`config.mk`:
```
export PLATFORM = sky130hd
export DESIGN_NAME = serial_logic_unit
export DESIGN_NICKNAME = d
export VERILOG_FILES = /design/src/rtl/serial_logic_unit.sv
export SDC_FILE = /design/constraint.sdc
export NUM_CORES = 1
export LEC_CHECK = 0
export ABC_AREA = 1
export BUFFER_PORTS_ARGS = -buffer_cell sky130_fd_sc_hd__clkbuf_2
export CAP_MARGIN = 20
export CORE_MARGIN = 5
export CORE_UTILIZATION = 49
export DETAILED_ROUTE_END_ITERATION = 6
export PLACE_DENSITY = 0.83
export SKIP_CTS_REPAIR_TIMING = 1
export SLEW_MARGIN = 10
export SYNTH_ARGS = -nofsm -noshare
export SYNTH_HDL_FRONTEND = slang
export SYNTH_SLANG_ARGS = --single-unit
```
`constraint.sdc`:
```
create_clock -name clk -period 1.3 [get_ports clk]
set_input_delay 0.26 -clock clk [delete_from_list [all_inputs] [get_ports clk]]
set_output_delay 0.26 -clock clk [all_outputs]
set_load 0.02 [all_outputs]
```
`src/rtl/serial_logic_unit.sv`:
```
// serial_logic_unit: multi-cycle bitwise logic unit (AND/OR/XOR/ANDN).
// Operands are consumed SLICE bits per cycle, LSB slice first, and the
// result is assembled by shifting slices in from the MSB end.
// Optional registered zero/negative flags are enabled by the macro SLU_FLAGS_EN.
module serial_logic_unit #(
  parameter int unsigned DATA_SIZE = 64,
  parameter int unsigned SLICE     = 8
) (
  input  logic                 clk,
  input  logic                 reset,
  input  logic                 in_valid,
  output logic                 in_ready,
  input  logic [DATA_SIZE-1:0] a,
  input  logic [DATA_SIZE-1:0] b,
  input  logic [1:0]           op,
  output logic                 out_valid,
  input  logic                 out_ready,
  output logic [DATA_SIZE-1:0] result,
  output logic                 zero,
  output logic                 negative
);

  localparam int unsigned N  = DATA_SIZE / SLICE;
  localparam int unsigned CW = (N > 1) ? $clog2(N) : 1;

  typedef enum logic [1:0] {
    IDLE = 2'd0,
    RUN  = 2'd1,
    DONE = 2'd2
  } state_t;

  state_t               state_q, state_d;
  logic [CW-1:0]        cnt_q, cnt_d;
  logic [DATA_SIZE-1:0] a_q, a_d;
  logic [DATA_SIZE-1:0] b_q, b_d;
  logic [1:0]           op_q, op_d;
  logic [DATA_SIZE-1:0] res_q, res_d;
  logic [SLICE-1:0]     slice_s;
  logic [DATA_SIZE-1:0] res_shift;
  logic                 last_run;

  // Per-slice logic function on the low slice of the operand shifters
  always_comb begin
    slice_s = '0;
    unique case (op_q)
      2'b00: slice_s = a_q[SLICE-1:0] &  b_q[SLICE-1:0];
      2'b01: slice_s = a_q[SLICE-1:0] |  b_q[SLICE-1:0];
      2'b10: slice_s = a_q[SLICE-1:0] ^  b_q[SLICE-1:0];
      2'b11: slice_s = a_q[SLICE-1:0] & ~b_q[SLICE-1:0];
      default: slice_s = '0;
    endcase
  end

  // Concatenate-then-shift keeps the MSB-insertion valid even when N == 1
  assign res_shift = DATA_SIZE'({slice_s, res_q} >> SLICE);
  assign last_run  = (state_q == RUN) && (cnt_q == CW'(N - 1));

  // Next-state and datapath control
  always_comb begin
    state_d = state_q;
    cnt_d   = cnt_q;
    a_d     = a_q;
    b_d     = b_q;
    op_d    = op_q;
    res_d   = res_q;
    unique case (state_q)
      IDLE: begin
        if (in_valid) begin
          a_d     = a;
          b_d     = b;
          op_d    = op;
          cnt_d   = '0;
          state_d = RUN;
        end
      end
      RUN: begin
        res_d = res_shift;
        a_d   = a_q >> SLICE;
        b_d   = b_q >> SLICE;
        if (last_run) begin
          state_d = DONE;
          cnt_d   = '0;
        end else begin
          cnt_d = cnt_q + CW'(1);
        end
      end
      DONE: begin
        if (out_ready) state_d = IDLE;
      end
      default: state_d = IDLE;
    endcase
  end

  // State and datapath registers with synchronous reset
  always_ff @(posedge clk) begin
    if (reset) begin
      state_q <= IDLE;
      cnt_q   <= '0;
      a_q     <= '0;
      b_q     <= '0;
      op_q    <= '0;
      res_q   <= '0;
    end else begin
      state_q <= state_d;
      cnt_q   <= cnt_d;
      a_q     <= a_d;
      b_q     <= b_d;
      op_q    <= op_d;
      res_q   <= res_d;
    end
  end

  assign in_ready  = (state_q == IDLE);
  assign out_valid = (state_q == DONE);
  assign result    = res_q;

`ifdef SLU_FLAGS_EN
  logic zero_q, zero_d;
  logic neg_q, neg_d;

  // Flags are captured from the final assembled result on entry to DONE
  always_comb begin
    zero_d = zero_q;
    neg_d  = neg_q;
    if (last_run) begin
      zero_d = (res_shift == '0);
      neg_d  = res_shift[DATA_SIZE-1];
    end
  end

  // Flag registers
  always_ff @(posedge clk) begin
    if (reset) begin
      zero_q <= 1'b0;
      neg_q  <= 1'b0;
    end else begin
      zero_q <= zero_d;
      neg_q  <= neg_d;
    end
  end

  assign zero     = zero_q;
  assign negative = neg_q;
`else
  assign zero     = 1'b0;
  assign negative = 1'b0;
`endif

endmodule

```
==> summary.md, run 1 <==
| Metric | Value |
|---|---|
| Final Hold Viols | `0` |
| # IOs | `202` |
| Die H | `between 100 and 150 um` |
| Share of the synthesized area in the top cell type | `0.433` |
| Wire length of the first global-routing pass | `~37000 um` |
| CP Cell Sequence | `buf_6 -> nor2_4 -> buf_6 -> buf_6` |
| Clock sinks | `around 200` |
| Final Setup Violations | `~200` |
| Core ar. | `0.0186 mm2` |
| Register Area | `0.00399 mm2` |
| Layout cell share with drive strength beyond 1 | `0.237` |
| Leak Pwr | `6.26 nW` |
| Synth area leaders | `dfxtp_1, nand2_1, nor2_1, o21ai_0, inv_1` |
| Final Util | `0.671` |
| Commonest non-fill, non-tap cells in the layout | `nand2_1, nor2_1, clkbuf_2` |
| Worst IR Drop VDD | `0.000995 V` |
| ANT nets after route | `0` |
| TritonRoute pass-1 iters | `5` |
| Starting DRT DRC Count | `approximately 700` |
| Slowest Stage Delay on Critical Path | `around 0.35 ns` |
| Global route total overflow | `0` |
| Synth warn | `0` |
| Most used cell, CP | `buf_6` |
| # fillers | `1498` |
| Worst setup SP type | `register` |
| Commonest non-fill, non-tap cell in the layout | `nand2_1` |
| Via density | `4.92` |
| Synth area leader | `dfxtp_1` |
| Final #Nets | `~1800` |
| DP Area | `roughly 0.011 mm2` |
| Layout Skew | `0.0146 ns` |
| Critical path class | `register to output port` |
| Maximum buffer depth of the clock tree | `2` |
| Syn-to-layout area delta | `35.5%` |
| Worst setup EP type | `output port` |
| Final worst slack | `-0.220 ns` |
| Failing checks | `negative setup slack` |
| Antenna cells | `0` |
| Clock H-tree levels | `4` |
| Minimum clock period | `1.52 ns` |
| DRC | `0` |
| Buffers on Ports | `199` |
| CTS tree | `built` |
| Die width | `between 100 and 150 um` |
| Slowest CP cell | `dfxtp_4` |
| Slew Limit Fails | `0` |
| Worst R2R Setup Slack | `-0.19 ns` |
| Hold_ws | `~0.05 ns` |
| Vias | `~9500` |
| Mapped Cells | `around 1500` |
| Synth Cell Area | `0.00919 mm2` |
| Clk_lat worst skew | `about 0.43 ns` |
| Power per cell area | `about 1300 mW/mm2` |
| Final Non-Filler Cells | `~1900` |
| Root Buffer | `clkbuf_16` |
| Initial core utilization | `0.495` |
| Vias in the first global route | `8266` |
| Yosys cell types | `17` |
| Num CTS Buffers | `17` |
| Site Rows | `50` |
| Crit path arrival time | `roughly 1.3 ns` |
| Largest net degree at the start of global routing | `~110` |
| Dpl hpwl | `about 16000 um` |
| CP max FO | `3` |
| GPL Wtd Cong | `0.888` |
| Design area | `about 0.012 mm2` |
| Crit path buffers/inverters | `3` |
| Initial antenna violation count | `0` |
| Gr usage total | `0.206` |
| FMAX | `around 660 MHz` |
| Max-Cap Viols | `0` |
| Tcrit/Tclk final | `1.17` |
| Routed WL | `about 27000 um` |
| Placed insts | `1856` |
| Mapped Avg Cell Area | `approximately 6.3 um2` |
| Routed wire per std cell | `around 14 um` |
| Unrepaired setup endpoints after global routing | `yes` |
| Die Area | `around 0.022 mm2` |
| Register area share after synthesis | `0.433` |
| Reg clk slew, reported paths | `~0.08 ns` |
| Family with the most delay on the worst path | `flip-flops` |
| Yosys reg bits | `between 150 and 200` |
| Worst Path Required | `around 1.0 ns` |
| Multi-input gate area | `around 0.0045 mm2` |
| Worst hold path type | `input pin to register` |
| Status | `finished with violations` |
## cells in the mapped netlist, drive strengths merged
cell and count:
inv 139, nand3 8, nand2 472, conb 1, clkbuf 44, nand3b 8
nor2 353, buf 48, o21ai 156, ha 13, o21a 1, a21oi 23
dfxtp 199
## report_power, final
part	leakage [nW]	switching, mW	total (mW)	internal (mW)
clock network	0.278	2.57	5.12	2.55
logic	4.34	2.12	3.74	1.63
registers	1.65	0.253	6.88	6.63
## state kept, by name, indices dropped and copies added (netlist names)
name	count
a_q	64
b_q	64
result	64
cnt_q	3
op_q	2
state_q	2
## final cells by class
class / instances / share of cell area
Tap cell: 234 / 0.0235
Multi-Input combinational cell: 1036 / 0.360
Clock buffer: 18 / 0.0344
Timing Repair Buffer: 295 / 0.208
Sequential cell: 199 / 0.320
Inverter: 139 / 0.0423
Clock inverter: 14 / 0.0109
## worst register-to-register path, cell delays in order (launching register included)
cell and delay [ns]:
dfxtp_4 0.35, buf_4 0.13, o21ai_4 0.23, buf_12 0.19, buf_6 0.11, clkbuf_16 0.12, buf_6 0.09, nand2_1 0.06
nand2_1 0.06, nor2_1 0.04
## worst paths after layout
check / startpoint / end / cells past startpoint
worst max register to register: state_q[0] / a_q[4] / 9
worst min-delay path: b[58] / b_q[58] / 3
worst max-delay path: state_q[0] / in_ready / 4
worst min register to register: b_q[56] / b_q[56] / 2
## logic make-up after synthesis
| logic type | after synthesis | share of synthesized area |
|---|---|---|
| compound gates | 180 | 0.0987 |
| simple gates | 841 | 0.348 |
| flops | 199 | 0.433 |
| buf+inv | 231 | 0.102 |
| fa+ha+maj | 13 | 0.0177 |
| other cells | 1 | 0.000408 |
## layer usage
| metal | up-vias | global-route usage | wire (um) | part of all wire |
|---|---|---|---|---|
| met4 | 0 | 0.0471 | 368 | 0.014 |
| met2 | 284 | 0.359 | 13500 | 0.51 |
| met5 | - | 0 | 0 | 0 |
| li1 | 4865 | - | - | - |
| met1 | 4336 | 0.264 | 11400 | 0.43 |
| met3 | 31 | 0.0426 | 1460 | 0.055 |
## through the flow
| stage | setup slack [ns] | TNS, ns | power (mW) |
|---|---|---|---|
| 6_report | -0.220 | -16.07 | 15.7 |
| 5_1_grt | -0.299 | -28.07 | 16.5 |
| 4_1_cts | -0.375 | -2.14 | 15.1 |
| 3_5_place_dp | -0.0527 | -0.523 | 9.99 |
| 3_3_place_gp | -0.0264 | -0.0537 | 9.91 |
| 2_1_floorplan | 0.0442 | 0 | 8.96 |
Power figures use the tool's default switching activity.
==> run 2: changes to the inputs <==
--- a/config.mk
+++ b/config.mk
@@ -9,9 +9,9 @@
 export BUFFER_PORTS_ARGS = -buffer_cell sky130_fd_sc_hd__clkbuf_2
 export CAP_MARGIN = 20
 export CORE_MARGIN = 5
-export CORE_UTILIZATION = 49
+export CORE_UTILIZATION = 41
 export DETAILED_ROUTE_END_ITERATION = 6
-export PLACE_DENSITY = 0.83
+export PLACE_DENSITY = 0.72
 export SKIP_CTS_REPAIR_TIMING = 1
 export SLEW_MARGIN = 10
 export SYNTH_ARGS = -nofsm -noshare
==> run 2 against run 1 <==
Net effect: register-to-register slack gained 0.02 ns; via count shrank 0.83%; global-route usage shrank 3.0 points; sequential cell count is the same; clock skew shrank 0.0033 ns; largest power group unchanged; the flow still finishes with violations (negative setup slack); worst hold slack lost 0.018 ns.
==> summary.md, run 2 (synthesis gave the netlist of run 1 again) <==
| Metric | Value |
|---|---|
| WP depth | `4 (unchanged)` |
| Crit path from | `state_q[0]` |
| CP max FO | `3 (unchanged)` |
| Most used cell, CP | `buf_6` |
| Worst IR Drop VDD | `0.000785 V (-21%)` |
| Slowest Stage Delay on Critical Path | `0.35 ns (about the same)` |
| Clock sinks | `199 (unchanged)` |
| Largest net degree at the start of global routing | `60 (-43%)` |
| Crit path buffers/inverters | `3 (unchanged)` |
| Leak Pwr | `6.54 nW (+4.4%)` |
| GPL Wtd Cong | `0.856 (-3.5%)` |
| Final Non-Filler Cells | `1984 (+2.5%)` |
| Dpl hpwl | `16500 um (+2.3%)` |
| Clock H-tree levels | `4 (unchanged)` |
| Final Hold Viols | `0 (unchanged)` |
| Syn-to-layout area delta | `42.4%` |
| Worst hold path type | `input pin to register` |
| Die Area | `0.0255 mm2 (+18%)` |
| Wire length of the first global-routing pass | `38400 um (+2.5%)` |
| Worst r2r dst | `b_q[12]` |
| Minimum clock period | `1.49 ns (-0.0262 ns)` |
| Worst setup EP type | `output port` |
| Gr usage total | `0.176 (-0.0300)` |
| Final TNS setup | `-13.90 ns (+2.17 ns)` |
| Via density | `4.76 (-3.3%)` |
| Global route total overflow | `0 (unchanged)` |
| Routed WL | `26600 um (-0.55%)` |
| Placed insts | `1910 (+2.9%)` |
| Worst Path Required | `1.04 ns (about the same)` |
| Initial core utilization | `0.419 (-0.0761)` |
| Antenna cells | `0 (unchanged)` |
| Num CTS Buffers | `17 (unchanged)` |
| DRC | `0 (unchanged)` |
| FMAX | `669 MHz (+1.8%)` |
| Hold Crit Start | `a[56]` |
| Unrepaired setup endpoints after global routing | `yes` |
| Layout Skew | `0.0113 ns (-0.00329 ns)` |
| Layout cell share with drive strength beyond 1 | `0.301 (+0.0641)` |
| Family with the most delay on the worst path | `flip-flops` |
| Final #Nets | `1838 (+0.16%)` |
| Clk_lat worst skew | `0.44 ns (about the same)` |
| Crit path capture | `in_ready` |
| Initial antenna violation count | `0 (unchanged)` |
| Final Setup Violations | `132 (-33%)` |
| Worst R2R Setup Slack | `-0.17 ns (+0.02 ns)` |
| Commonest non-fill, non-tap cells in the layout | `nand2_1, nor2_1, dfxtp_1` |
| Maximum buffer depth of the clock tree | `2 (unchanged)` |
| Reg-to-reg startpoint | `state_q[0]` |
| Slew Limit Fails | `0 (unchanged)` |
| Max-Cap Viols | `0 (unchanged)` |
| R2R cell count | `9 (unchanged)` |
| Reg clk slew, reported paths | `0.08 ns (about the same)` |
| # fillers | `1978 (+32%)` |
| Root Buffer | `clkbuf_16` |
| Status | `finished with violations` |
| Critical path class | `register to output port` |
| Buffers on Ports | `199 (unchanged)` |
| Final worst slack | `-0.194 ns (+0.0262 ns)` |
| Power per cell area | `1260 mW/mm2 (-0.45%)` |
| ANT nets after route | `0 (unchanged)` |
| Commonest non-fill, non-tap cell in the layout | `nand2_1` |
| Vias in the first global route | `8332 (+0.80%)` |
| Tcrit/Tclk final | `1.15 (-0.0201)` |
| # IOs | `202 (unchanged)` |
| Slowest CP cell | `dfxtp_2` |
| Failing checks | `negative setup slack` |
| Starting DRT DRC Count | `567 (-19%)` |
| Crit path arrival time | `1.23 ns (-0.03 ns)` |
| CTS tree | `built` |
| Core ar. | `0.0220 mm2 (+18%)` |
| Routed wire per std cell | `13.4 um (-3.0%)` |
| Site Rows | `54 (+8.0%)` |
| Die width | `160 um (+8.7%)` |
| Die H | `160 um (+8.7%)` |
| CP Cell Sequence | `buf_6 -> nor2_4 -> buf_6 -> buf_6` |
| Vias | `9437 (-0.83%)` |
| Worst setup SP type | `register` |
| TritonRoute pass-1 iters | `5 (unchanged)` |
## run 2: through the flow
| step | power [mW] | util | area, um2 | hold WS [ns] | setup slack [ns] |
|---|---|---|---|---|---|
| final | 16.5 | 0.596 | 13100 | 0.0334 | -0.194 |
| after global routing | 17.3 | 0.596 | 13100 | 0.0361 | -0.245 |
| after CTS | 15.6 | 0.522 | 11500 | 0.0266 | -0.431 |
| after detailed placement | 10.1 | 0.494 | 10800 | 0.454 | -0.0315 |
| after global placement | 10.0 | 0.494 | 10800 | 0.451 | 0.0159 |
| after floorplan | 8.96 | - | 9200 | 0.403 | 0.0442 |
## run 2: worst register-to-register path, cell delays in order, from the launching register on
cell and delay, ns:
dfxtp_2 0.35, buf_6 0.13, o21ai_4 0.19, buf_6 0.14
buf_6 0.09, buf_12 0.14, clkbuf_16 0.17, nand2_2 0.05
nand2_1 0.05, nor2_1 0.04
## run 2: layout make-up
type                            count  area [um2]  share of cell area
Inverter                          139         529              0.0404
Multi-Input combinational cell   1036        4960               0.379
Sequential cell                   199        4000               0.305
Tap cell                          280         350              0.0268
Timing Repair Buffer              298        2630               0.201
Clock buffer                       17         425              0.0325
Clock inverter                     15         199              0.0152
## run 2: worst min path at each step
stage	to	slack [ns]	cells past startpoint
after global placement	b_q[57]	0.45	2
final	a_q[56]	0.03	3
after floorplan	a_q[56]	0.40	2
after CTS	a_q[56]	0.03	3
after global routing	a_q[56]	0.04	3
after detailed placement	b_q[56]	0.45	2
## run 2: report_power, final
| group | total (mW) | switching, mW | internal (mW) |
|---|---|---|---|
| clock | 5.58 | 2.77 | 2.81 |
| sequential | 6.90 | 0.264 | 6.63 |
| combinational | 3.98 | 2.25 | 1.73 |
| total | 16.5 | 5.29 | 11.2 |
## run 2: per-layer routing
metal  vias up  GRT usage  share of wire
met4         0     0.0477          0.021
li1       4862          -              -
met2       244      0.293           0.49
met1      4287      0.235           0.43
met5         -          0              0
met3        44     0.0351          0.051
